`src/rtl/block_hit_writer.sv`:
```
// Brick-hit read-modify-write client for block_memory port 1.
// Queues hits, decrements brick strength, tracks score and bricks left.
module block_hit_writer #(
   parameter int ROW_W      = 5,
   parameter int COL_W      = 5,
   parameter int FIFO_DEPTH = 4,
   parameter int POINTS     = 10,
   parameter int SCORE_W    = 16,
   parameter int HARD_VAL   = 15
) (
   input  logic               clock,
   input  logic               reset,
   input  logic               hit_valid,
   input  logic [ROW_W-1:0]   hit_row,
   input  logic [COL_W-1:0]   hit_col,
   output logic               hit_ready,
   input  logic               load_count,
   input  logic [9:0]         load_value,
   output logic [ROW_W-1:0]   mem_row,
   output logic [COL_W-1:0]   mem_col,
   output logic [1:0]         mem_func,
   output logic [3:0]         mem_wdata,
   input  logic [3:0]         mem_rdata,
   input  logic               mem_busy,
   output logic               destroyed,
   output logic [SCORE_W-1:0] score,
   output logic [9:0]         blocks_left,
   output logic               all_clear
);

   localparam int PTR_W = $clog2(FIFO_DEPTH);
   localparam int CNT_W = PTR_W + 1;
   localparam logic [1:0] F_IDLE = 2'b00;
   localparam logic [1:0] F_RD   = 2'b01;
   localparam logic [1:0] F_WR   = 2'b10;
   localparam logic [3:0] HARD   = 4'(HARD_VAL);
   localparam logic [SCORE_W-1:0] S_MAX = '1;
   localparam logic [SCORE_W-1:0] S_PTS = SCORE_W'(POINTS);
   localparam logic [CNT_W-1:0] FULL_CNT = CNT_W'(FIFO_DEPTH);

   typedef enum logic [2:0] {
      IDLE, RD_REQ, RD_WAIT, WR_REQ, WR_WAIT
   } state_t;

   state_t state;

   logic [ROW_W-1:0] fifo_row [FIFO_DEPTH];
   logic [COL_W-1:0] fifo_col [FIFO_DEPTH];
   logic [PTR_W-1:0] wr_ptr;
   logic [PTR_W-1:0] rd_ptr;
   logic [CNT_W-1:0] count;
   logic [CNT_W-1:0] count_next;
   logic             push;
   logic             pop;
   logic             loaded;

   assign push = hit_valid & hit_ready;
   assign pop  = (state == IDLE) && (count != '0);

   always_comb begin
      count_next = count;
      count_next = count + CNT_W'(push) - CNT_W'(pop);
   end

   always_ff @(posedge clock) begin
      if (push) begin
         fifo_row[wr_ptr] <= hit_row;
         fifo_col[wr_ptr] <= hit_col;
      end
   end

   always_ff @(posedge clock) begin
      if (!reset) begin
         state       <= IDLE;
         count       <= '0;
         wr_ptr      <= '0;
         rd_ptr      <= '0;
         hit_ready   <= 1'b1;
         mem_row     <= '0;
         mem_col     <= '0;
         mem_func    <= F_IDLE;
         mem_wdata   <= '0;
         destroyed   <= 1'b0;
         score       <= '0;
         blocks_left <= '0;
         loaded      <= 1'b0;
         all_clear   <= 1'b0;
      end else begin
         count     <= count_next;
         hit_ready <= (count_next != FULL_CNT);
         destroyed <= 1'b0;
         all_clear <= loaded && (blocks_left == '0) &&
                      (state == IDLE) && (count == '0);
         if (push)
            wr_ptr <= wr_ptr + 1'b1;
         if (pop)
            rd_ptr <= rd_ptr + 1'b1;

         unique case (state)
            IDLE: begin
               if (pop) begin
                  mem_row  <= fifo_row[rd_ptr];
                  mem_col  <= fifo_col[rd_ptr];
                  mem_func <= F_RD;
                  state    <= RD_REQ;
               end
            end
            RD_REQ: begin
               if (!mem_busy) begin
                  mem_func <= F_IDLE;
                  state    <= RD_WAIT;
               end
            end
            RD_WAIT: begin
               if (!mem_busy) begin
                  // empty and indestructible bricks need no write
                  if (mem_rdata == 4'd0 || mem_rdata == HARD) begin
                     state <= IDLE;
                  end else begin
                     mem_wdata <= mem_rdata - 4'd1;
                     mem_func  <= F_WR;
                     state     <= WR_REQ;
                  end
               end
            end
            WR_REQ: begin
               if (!mem_busy) begin
                  mem_func <= F_IDLE;
                  state    <= WR_WAIT;
               end
            end
            WR_WAIT: begin
               if (!mem_busy) begin
                  state <= IDLE;
                  if (mem_wdata == 4'd0) begin
                     destroyed <= 1'b1;
                     if (score > S_MAX - S_PTS)
                        score <= S_MAX;
                     else
                        score <= score + S_PTS;
                     if (blocks_left != '0)
                        blocks_left <= blocks_left - 10'd1;
                  end
               end
            end
            default: state <= IDLE;
         endcase

         // a stage-start load overrides a coincident destroy
         if (load_count) begin
            blocks_left <= load_value;
            loaded      <= 1'b1;
         end
      end
   end

endmodule
```
`config.mk`:
```
export PLATFORM = sky130hd
export DESIGN_NAME = block_hit_writer
export DESIGN_NICKNAME = d
export VERILOG_FILES = /design/src/rtl/block_hit_writer.sv
export SDC_FILE = /design/constraint.sdc
export NUM_CORES = 1
export LEC_CHECK = 0
export ABC_CLOCK_PERIOD_IN_PS = 3400
export CAP_MARGIN = 20
export CORE_MARGIN = 5
export CORE_UTILIZATION = 53
export DETAILED_ROUTE_END_ITERATION = 8
export PLACE_DENSITY = 0.8
export SETUP_SLACK_MARGIN = 0.02
export SYNTH_ARGS = -nofsm -noshare
export SYNTH_HDL_FRONTEND = slang
export SYNTH_SLANG_ARGS = --single-unit
export TNS_END_PERCENT = 5
```
`constraint.sdc`:
```
create_clock -name clock -period 3.4 [get_ports clock]
set_clock_uncertainty 0.1 [all_clocks]
set_input_delay 0.85 -clock clock [delete_from_list [all_inputs] [get_ports clock]]
set_output_delay 0.85 -clock clock [all_outputs]
set_load 0.005 [all_outputs]
```
==> results of run 1 <==
per-stage QoR:
| stage | std cells | hold slack [ns] | area [µm²] | total power, mW |
|---|---|---|---|---|
| 6_report | 567 | 0.3552 | 5253 | 2.986 |
| 5_1_grt | 567 | 0.3852 | 5253 | 3.153 |
| 4_1_cts | 567 | 0.3664 | 5253 | 3.012 |
| 3_5_place_dp | 551 | 0.3529 | 5072 | 2.327 |
| 3_3_place_gp | 551 | 0.3400 | 5072 | 2.293 |
| 2_1_floorplan | 392 | 0.3252 | 4285 | 1.993 |
metal layers:
metal  wire, µm  vias to the layer above  global-route usage
li1           -                     1621                   -
met1       4064                     1645              0.2620
met2       4677                      101              0.3315
met3        577                       16             0.03336
met4        194                        0             0.06197
met5          0                        -                   0
synth_stat cells (all sizes together) (4+ instances only):
cell type	count	area (µm²)
a211oi	9	67.56
a21oi	22	110.1
a311oi	5	43.79
a31oi	11	68.82
and3	9	56.30
buf	7	60.05
clkbuf	15	56.30
dfxtp	56	1121
edfxtp	40	1201
ha	10	125.1
inv	19	71.31
mux4	10	225.2
nand2	32	120.1
nand3	10	55.05
nand4	10	62.56
nor2	28	112.6
nor2b	4	25.02
nor3	11	55.05
nor3b	4	35.03
nor4	7	56.30
o21ai	17	85.08
o31ai	8	60.06
or3	5	31.28
or4	9	67.56
xnor2	6	52.55
sequential cells by signal, indices dropped and copies added (netlist names):
register / count
all_clear: 1
blocks_left: 10
count: 3
destroyed: 1
fifo_col: 20
fifo_row: 20
hit_ready: 1
loaded: 1
mem_col: 5
mem_func: 2
mem_row: 5
mem_wdata: 4
rd_ptr: 2
score: 16
state: 3
wr_ptr: 2
cell type report:
| class | instances | area [µm²] |
|---|---|---|
| Multi-Input combinational cell | 255 | 1775 |
| Sequential cell | 96 | 2322 |
| Tap cell | 102 | 127.6 |
| Timing Repair Buffer | 79 | 775.7 |
| Fill cell | 626 | 2555 |
| Clock inverter | 7 | 56.30 |
| Inverter | 19 | 71.32 |
| Clock buffer | 9 | 123.9 |
power breakdown:
part	internal (mW)	switching, mW	total [mW]
registers	1.36	0.131	1.49
logic	0.411	0.396	0.807
clock network	0.273	0.413	0.687
total	2.05	0.940	2.99
logic make-up after synthesis:
kind of cell               count (synthesis)  synth area share
buffers and inverters                     41           0.04379
xor gates and xnor gates                   7           0.01431
AOI/OAI and AO/OA                         84            0.1258
adders and majority gates                 11           0.03387
and+or+nand+nor                          143            0.1877
muxes                                     10           0.05256
DFF                                       96            0.5419
critical path: stages, from the launching register on:
cell and delay (ns):
dfxtp_1 0.40, or4_1 0.60, inv_2 0.23, ha_1 0.28, inv_1 0.05, ha_1 0.12, inv_1 0.04, fa_1 0.37
xor2_1 0.16, and2_1 0.15, nor3_1 0.18, nand3b_1 0.11
path summary, 6_finish.rpt:
kind              startpoint  depth (start not counted)   endpoint  slack (ns)
setup / recovery    state[2]                         11  hit_ready        0.48
hold / removal      score[0]                          2   score[0]        0.36
setup reg to reg    state[2]                         11  hit_ready        0.48
hold reg to reg     score[0]                          2   score[0]        0.36
==> impl_metrics.env, run 1 <==
export IMPL_status="finished clean"
export IMPL_synthCells=392
export IMPL_first_global_vias=3288
export IMPL_final_cell_mix="clkdlybuf4s50_1 (73), dfxtp_1 (56), edfxtp_1 (40)"
export IMPL_ctsHoldBuffers=0
export IMPL_worst_pin_slew_ns=0.7359
export IMPL_grt_overflow=0
export IMPL_max_cap_violations=0
export IMPL_drv_slew=0
export IMPL_rsz0062_at_grt="false"
export IMPL_gp_congestion=0.8283
export IMPL_critPathCaptureType="flop"
export IMPL_setup_violations=0
export IMPL_grt_start_max_net_pins=19
export IMPL_tns_ns=0
export IMPL_insertion_delay_ns=0.36
export IMPL_nNetsFinal=500
export IMPL_ant_nets=0
export IMPL_critPathKind="flop to flop"
export IMPL_cellLeakagePower_nw=1.761
export IMPL_pwr_density_cell_nw_per_um2=568.5
export IMPL_drive_gt1_frac=0.08817
export IMPL_ctsResizeCount=0
export IMPL_cts_max_level=3
export IMPL_core_area_um2=7807
export IMPL_routed_wirelength_um=9513
export IMPL_die_x_um=99.92
export IMPL_synth_seq_cells=96
export IMPL_synth_yosys_warnings=0
export IMPL_num_antenna_cells=0
export IMPL_die_h_um=99.92
export IMPL_period_share=0.8596
export IMPL_root_buffer="clkbuf_8"
export IMPL_arrival_ns=3.07
export IMPL_maxSlewHeadroom=0.5087
export IMPL_worst_path_max_fanout=12
export IMPL_grt_pass1_wl_um=15940
export IMPL_rows=32
export IMPL_clock_path_buffers=2
export IMPL_synth_seq_area_share=0.5419
export IMPL_die_area_um2=9984
export IMPL_clkTransAtPathRegs_ns=0.10
export IMPL_syn_to_final_growth_pct=22.57
export IMPL_cp_start_kind="flop"
export IMPL_cts_tree="yes"
export IMPL_layout_min_cycle_time_ns=2.923
export IMPL_drc=0
export IMPL_cts_buffers=9
export IMPL_first_iter_violations=170
export IMPL_worst_slack_ns=0.4772
export IMPL_vias_per_cell=5.966
export IMPL_cp_required_ns=3.54
export IMPL_wire_per_inst_um=16.78
export IMPL_syn_area_per_cell_um2=10.93
export IMPL_ir_drop_mv=0.3944
export IMPL_synth_area_um2=4285
export IMPL_start_util=0.5489
export IMPL_finalHoldViolCount=0
export IMPL_cts_sinks=96
export IMPL_synth_ff_type="dfxtp_1"
export IMPL_synth_fp_nets=432
export IMPL_hpwl_um=6787
export IMPL_fin_util=0.6728
export IMPL_firstDrtPassIters=4
export IMPL_grt_usage=0.1975
export IMPL_floorplan_io_pins=74
export IMPL_final_common_cell="clkdlybuf4s50_1"
export IMPL_ys_types=55
export IMPL_dpl_worst_slack_ns=0.1026
export IMPL_antenna_found_initial=0
export IMPL_synth_edf_count=40
export IMPL_cts_setup_buffers=0
export IMPL_port_buffers=73
export IMPL_fmax_mhz=342.1
export IMPL_hold_path_class="flop to flop"
export IMPL_async_reset_ff_frac=0
export IMPL_num_vias=3383
No activity file was read; power rests on OpenSTA's default activity.
==> inputs of run 2 (changes only) <==
Settings changed: CAP_MARGIN 20 to not set, CORE_UTILIZATION 53 to 55, DONT_BUFFER_PORTS set to 1, PLACE_DENSITY 0.8 to 0.7.
==> impl_metrics.env, run 2 (synthesized netlist as in run 1, its figures left out) <==
export IMPL_drive_gt1_frac=0.09487
export IMPL_ant_nets=0
export IMPL_grt_usage=0.1867
export IMPL_layout_min_cycle_time_ns=2.943
export IMPL_use_met2=0.3183
export IMPL_fin_util=0.5915
export IMPL_hpwl_um=6252
export IMPL_worst_slack_ns=0.4566
export IMPL_grt_pass1_wl_um=14660
export IMPL_first_iter_violations=132
export IMPL_arrival_ns=3.08
export IMPL_fmax_mhz=339.7
export IMPL_port_buffers=0
export IMPL_vias_per_cell=6.104
export IMPL_cts_max_level=3
export IMPL_rows=32
export IMPL_firstDrtPassIters=4
export IMPL_pwr_density_cell_nw_per_um2=631.6
export IMPL_top_usage_layer="met2"
export IMPL_core_area_um2=7647
export IMPL_cts_sinks=96
export IMPL_die_x_um=98.27
export IMPL_tns_ns=0
export IMPL_grt_start_max_net_pins=19
export IMPL_endpoint="hit_ready"
export IMPL_period_share=0.8657
export IMPL_rsz0062_at_grt="false"
export IMPL_critPathKind="flop to flop"
export IMPL_setup_violations=0
export IMPL_maxSlewHeadroom=0.5003
export IMPL_worst_pin_slew_ns=0.7485
export IMPL_syn_to_final_growth_pct=5.547
export IMPL_insertion_delay_ns=0.35
export IMPL_drv_slew=0
export IMPL_antenna_found_initial=0
export IMPL_reg2regPathDepth=11
export IMPL_globalRouteMet3Util=0.04929
export IMPL_start_util=0.5604
export IMPL_cts_setup_buffers=0
export IMPL_max_cap_violations=0
export IMPL_crit_start="state[0]"
export IMPL_ir_drop_mv=0.3910
export IMPL_root_buffer="clkbuf_8"
export IMPL_reg_top3="fifo_col x20, fifo_row x20, score x16"
export IMPL_dpl_worst_slack_ns=0.4676
export IMPL_wire_per_inst_um=18.25
export IMPL_critPathCaptureType="flop"
export IMPL_cp_required_ns=3.54
export IMPL_grt_overflow=0
export IMPL_r2r_start="state[0]"
export IMPL_die_h_um=98.27
export IMPL_routed_wirelength_um=8978
export IMPL_drc=0
export IMPL_cts_tree="yes"
export IMPL_use_met1=0.2316
export IMPL_finalHoldViolCount=0
export IMPL_ctsResizeCount=0
export IMPL_reg2reg_to="hit_ready"
export IMPL_clock_path_buffers=2
export IMPL_num_antenna_cells=0
export IMPL_status="finished clean"
export IMPL_ctsHoldBuffers=0
export IMPL_ff2ff_setup_slack_ns=0.46
export IMPL_final_common_cell="dfxtp_1"
export IMPL_worst_path_max_fanout=12
export IMPL_first_global_vias=2918
export IMPL_floorplan_io_pins=74
export IMPL_cts_buffers=9
export IMPL_clkTransAtPathRegs_ns=0.10
export IMPL_num_vias=3003
export IMPL_cp_start_kind="flop"
export IMPL_gp_congestion=0.7668
export IMPL_hold_path_class="flop to flop"
export IMPL_cellLeakagePower_nw=1.499
export IMPL_die_area_um2=9657
export IMPL_final_cell_mix="dfxtp_1 (56), edfxtp_1 (40), nand2_1 (32)"
export IMPL_nNetsFinal=425
run 2: changes by cell type in the layout (fill, tap and decap cells not counted), sizes merged:
cell	change
bufinv	+1
clkinvlp	-3
buf	-2
clkdlybuf4s50	-73
clkbuf	+1
clkinv	+2
inv	-1
run 2: cell type report:
class | count | area, µm²
Fill cell | 663 | 3124
Sequential cell | 96 | 2322
Multi-Input combinational cell | 255 | 1775
Clock buffer | 10 | 127.6
Tap cell | 102 | 127.6
Inverter | 19 | 71.32
Clock inverter | 6 | 68.82
Timing Repair Buffer | 4 | 30.03
run 2: how the worst min path moves through the flow:
stage             start   endpoint  slack [ns]  cells after the start
6_report       score[0]   score[0]        0.38                      2
5_1_grt        score[0]   score[0]        0.39                      2
4_1_cts        score[0]   score[0]        0.38                      2
3_5_place_dp   score[0]   score[0]        0.36                      2
3_3_place_gp   score[0]   score[0]        0.36                      2
2_1_floorplan    loaded  all_clear        0.33                      2
run 2: report_power, final:
group | total, mW | internal (mW) | leakage, nW | switching, mW
Clock | 0.739 | 0.345 | 0.0985 | 0.394
Combinational | 0.596 | 0.270 | 0.576 | 0.326
Sequential | 1.52 | 1.36 | 0.825 | 0.160
run 2: per-layer routing:
| metal | wire length (µm) | vias to the layer above |
|---|---|---|
| li1 | - | 1463 |
| met1 | 3800 | 1458 |
| met2 | 4594 | 74 |
| met3 | 487 | 8 |
| met4 | 96 | 0 |
| met5 | 0 | - |
run 2: critical path: stages, from the launching register on:
cell and delay (ns):
dfxtp_1 0.43, or4_1 0.58, inv_2 0.21, ha_1 0.27, inv_1 0.05, ha_1 0.13
inv_1 0.05, fa_1 0.37, xor2_1 0.16, and2_1 0.15, nor3_1 0.21, nand3b_1 0.11
run 2: through the flow:
| stage | power, mW | instances | hold WS [ns] | cell area, µm² |
|---|---|---|---|---|
| floorplan | 1.993 | 392 | 0.3252 | 4285 |
| global placement | 2.122 | 476 | 0.3618 | 4327 |
| detailed placement | 2.154 | 476 | 0.3643 | 4327 |
| CTS | 2.892 | 492 | 0.3789 | 4523 |
| global route | 3.029 | 492 | 0.3937 | 4523 |
| finish | 2.857 | 492 | 0.3758 | 4523 |
==> inputs of run 3 (changes only) <==
Settings changed: ABC_CLOCK_PERIOD_IN_PS 3400 to 3000, CORE_MARGIN 5 to not set.
Clock period 3.4 ns to 3 ns, I/O delays scaled along.
==> impl_metrics.env, run 3 (synthesized netlist as in run 1, its figures left out) <==
export IMPL_status="finished clean"
export IMPL_rsz0062_at_grt="false"
export IMPL_critPathKind="flop to flop"
export IMPL_post_dp_cell_area_um2=4353
export IMPL_period_share=0.9098
export IMPL_path_cells="nor3_2 > or4_1 > inv_2 > ha_1 > inv_1 > ha_1 > inv_1 > fa_1 > xor2_1 > and2_1 > nor3_1 > nand3b_1"
export IMPL_finalHoldViolCount=0
export IMPL_ir_drop_mv=0.4937
export IMPL_floorplan_io_pins=74
export IMPL_syn_to_final_growth_pct=6.015
export IMPL_root_buffer="clkbuf_8"
export IMPL_die_x_um=90.27
export IMPL_cellLeakagePower_nw=1.518
export IMPL_finalPower_mw=3.230
export IMPL_path_buf_inv=3
export IMPL_fin_area_um2=4543
export IMPL_critPathCaptureType="flop"
export IMPL_fin_util=0.6132
export IMPL_clkTransAtPathRegs_ns=0.10
export IMPL_grt_pass1_wl_um=13990
export IMPL_first_iter_violations=111
export IMPL_fmax_mhz=366.4
export IMPL_wire_per_inst_um=17.45
export IMPL_maxSlewHeadroom=0.5017
export IMPL_cts_sinks=96
export IMPL_dp_cells=477
export IMPL_num_antenna_cells=0
export IMPL_arrival_ns=2.87
export IMPL_drive_gt1_frac=0.1091
export IMPL_layout_min_cycle_time_ns=2.729
export IMPL_whs_ns=0.3637
export IMPL_nNetsFinal=429
export IMPL_final_cell_mix="dfxtp_1 (56), edfxtp_1 (40), nand2_1 (32)"
export IMPL_max_stage_delay_ns=0.45
export IMPL_max_cap_violations=0
export IMPL_clock_path_buffers=2
export IMPL_pwr_density_cell_nw_per_um2=711.0
export IMPL_worst_slack_ns=0.2705
export IMPL_worst_pin_slew_ns=0.7464
export IMPL_final_cells=493
export IMPL_grt_start_max_net_pins=19
export IMPL_ant_nets=0
export IMPL_cts_buffers=9
export IMPL_vias_per_cell=6.172
export IMPL_port_buffers=0
export IMPL_die_h_um=90.27
export IMPL_cp_required_ns=3.14
export IMPL_crit_family="simple AND/OR/NAND/NOR gates"
export IMPL_drc=0
export IMPL_core_area_um2=7408
export IMPL_gp_congestion=0.8357
export IMPL_hpwl_um=5920
export IMPL_final_common_cell="dfxtp_1"
export IMPL_insertion_delay_ns=0.36
export IMPL_grt_overflow=0
export IMPL_num_vias=3043
export IMPL_dpl_worst_slack_ns=0.2556
export IMPL_cts_max_level=3
export IMPL_tns_ns=0
export IMPL_rows=31
export IMPL_routed_wirelength_um=8603
export IMPL_slowest_stage="or4_1"
export IMPL_antenna_found_initial=0
export IMPL_firstDrtPassIters=6
export IMPL_die_area_um2=8149
export IMPL_reg_top3="fifo_col x20, fifo_row x20, score x16"
export IMPL_setup_violations=0
export IMPL_drv_slew=0
export IMPL_grt_usage=0.2202
export IMPL_start_util=0.5784
export IMPL_cp_start_kind="flop"
export IMPL_fill_cells=596
export IMPL_hold_path_class="flop to flop"
export IMPL_worst_path_max_fanout=4
export IMPL_cts_tree="yes"
export IMPL_first_global_vias=2869
==> run 3: cell count changes in the layout (fill, tap and decap cells not counted), sizes merged <==
| cell | delta |
|---|---|
| buf | +4 |
| inv | +4 |
| clkinv | -3 |
| bufinv | -1 |
==> run 3: per-layer routing <==
layer / GRT usage / wire [µm] / up-vias
li1: - / - / 1479
met1: 0.2596 / 3650 / 1476
met2: 0.3836 / 4356 / 82
met3: 0.06902 / 517 / 6
met4: 0.06855 / 79 / 0
met5: 0 / 0 / -
==> run 3: worst min-delay path: cells and delay by family, from the launching register on <==
family        cells  cell delay (ns)
simple gates      2             0.11
flops             1             0.32
==> run 3: final cells by class <==
| type | count | area [µm²] | share of cell area |
|---|---|---|---|
| clock inverter | 6 | 57.56 | 0.01267 |
| timing repair buffer | 8 | 60.06 | 0.01322 |
| inverter | 19 | 71.32 | 0.01570 |
| tap | 99 | 123.9 | 0.02727 |
| multi-input combinational | 255 | 1780 | 0.3919 |
| clock buffer | 10 | 127.6 | 0.02809 |
| sequential | 96 | 2322 | 0.5112 |
==> run 3: final timing paths <==
kind	startpoint	slack, ns	depth (start not counted)	endpoint
hold reg to reg	loaded	0.36	2	all_clear
setup / recovery	count[1]	0.27	12	hit_ready
setup reg to reg	count[1]	0.27	12	hit_ready
hold / removal	loaded	0.36	2	all_clear
==> run 3: report_power, final <==
group | total (mW) | internal (mW) | leakage (nW) | switching (mW)
sequential | 1.70 | 1.54 | 0.825 | 0.159
combinational | 0.718 | 0.327 | 0.598 | 0.391
clock | 0.810 | 0.324 | 0.0957 | 0.486
==> run 3: what timing repair did <==
action,CTS,global route
resized for setup,0,1
setup buffers,0,0
hold buffers,0,0
endpoints found under the hold margin,0,0
endpoints found under the setup margin,0,1
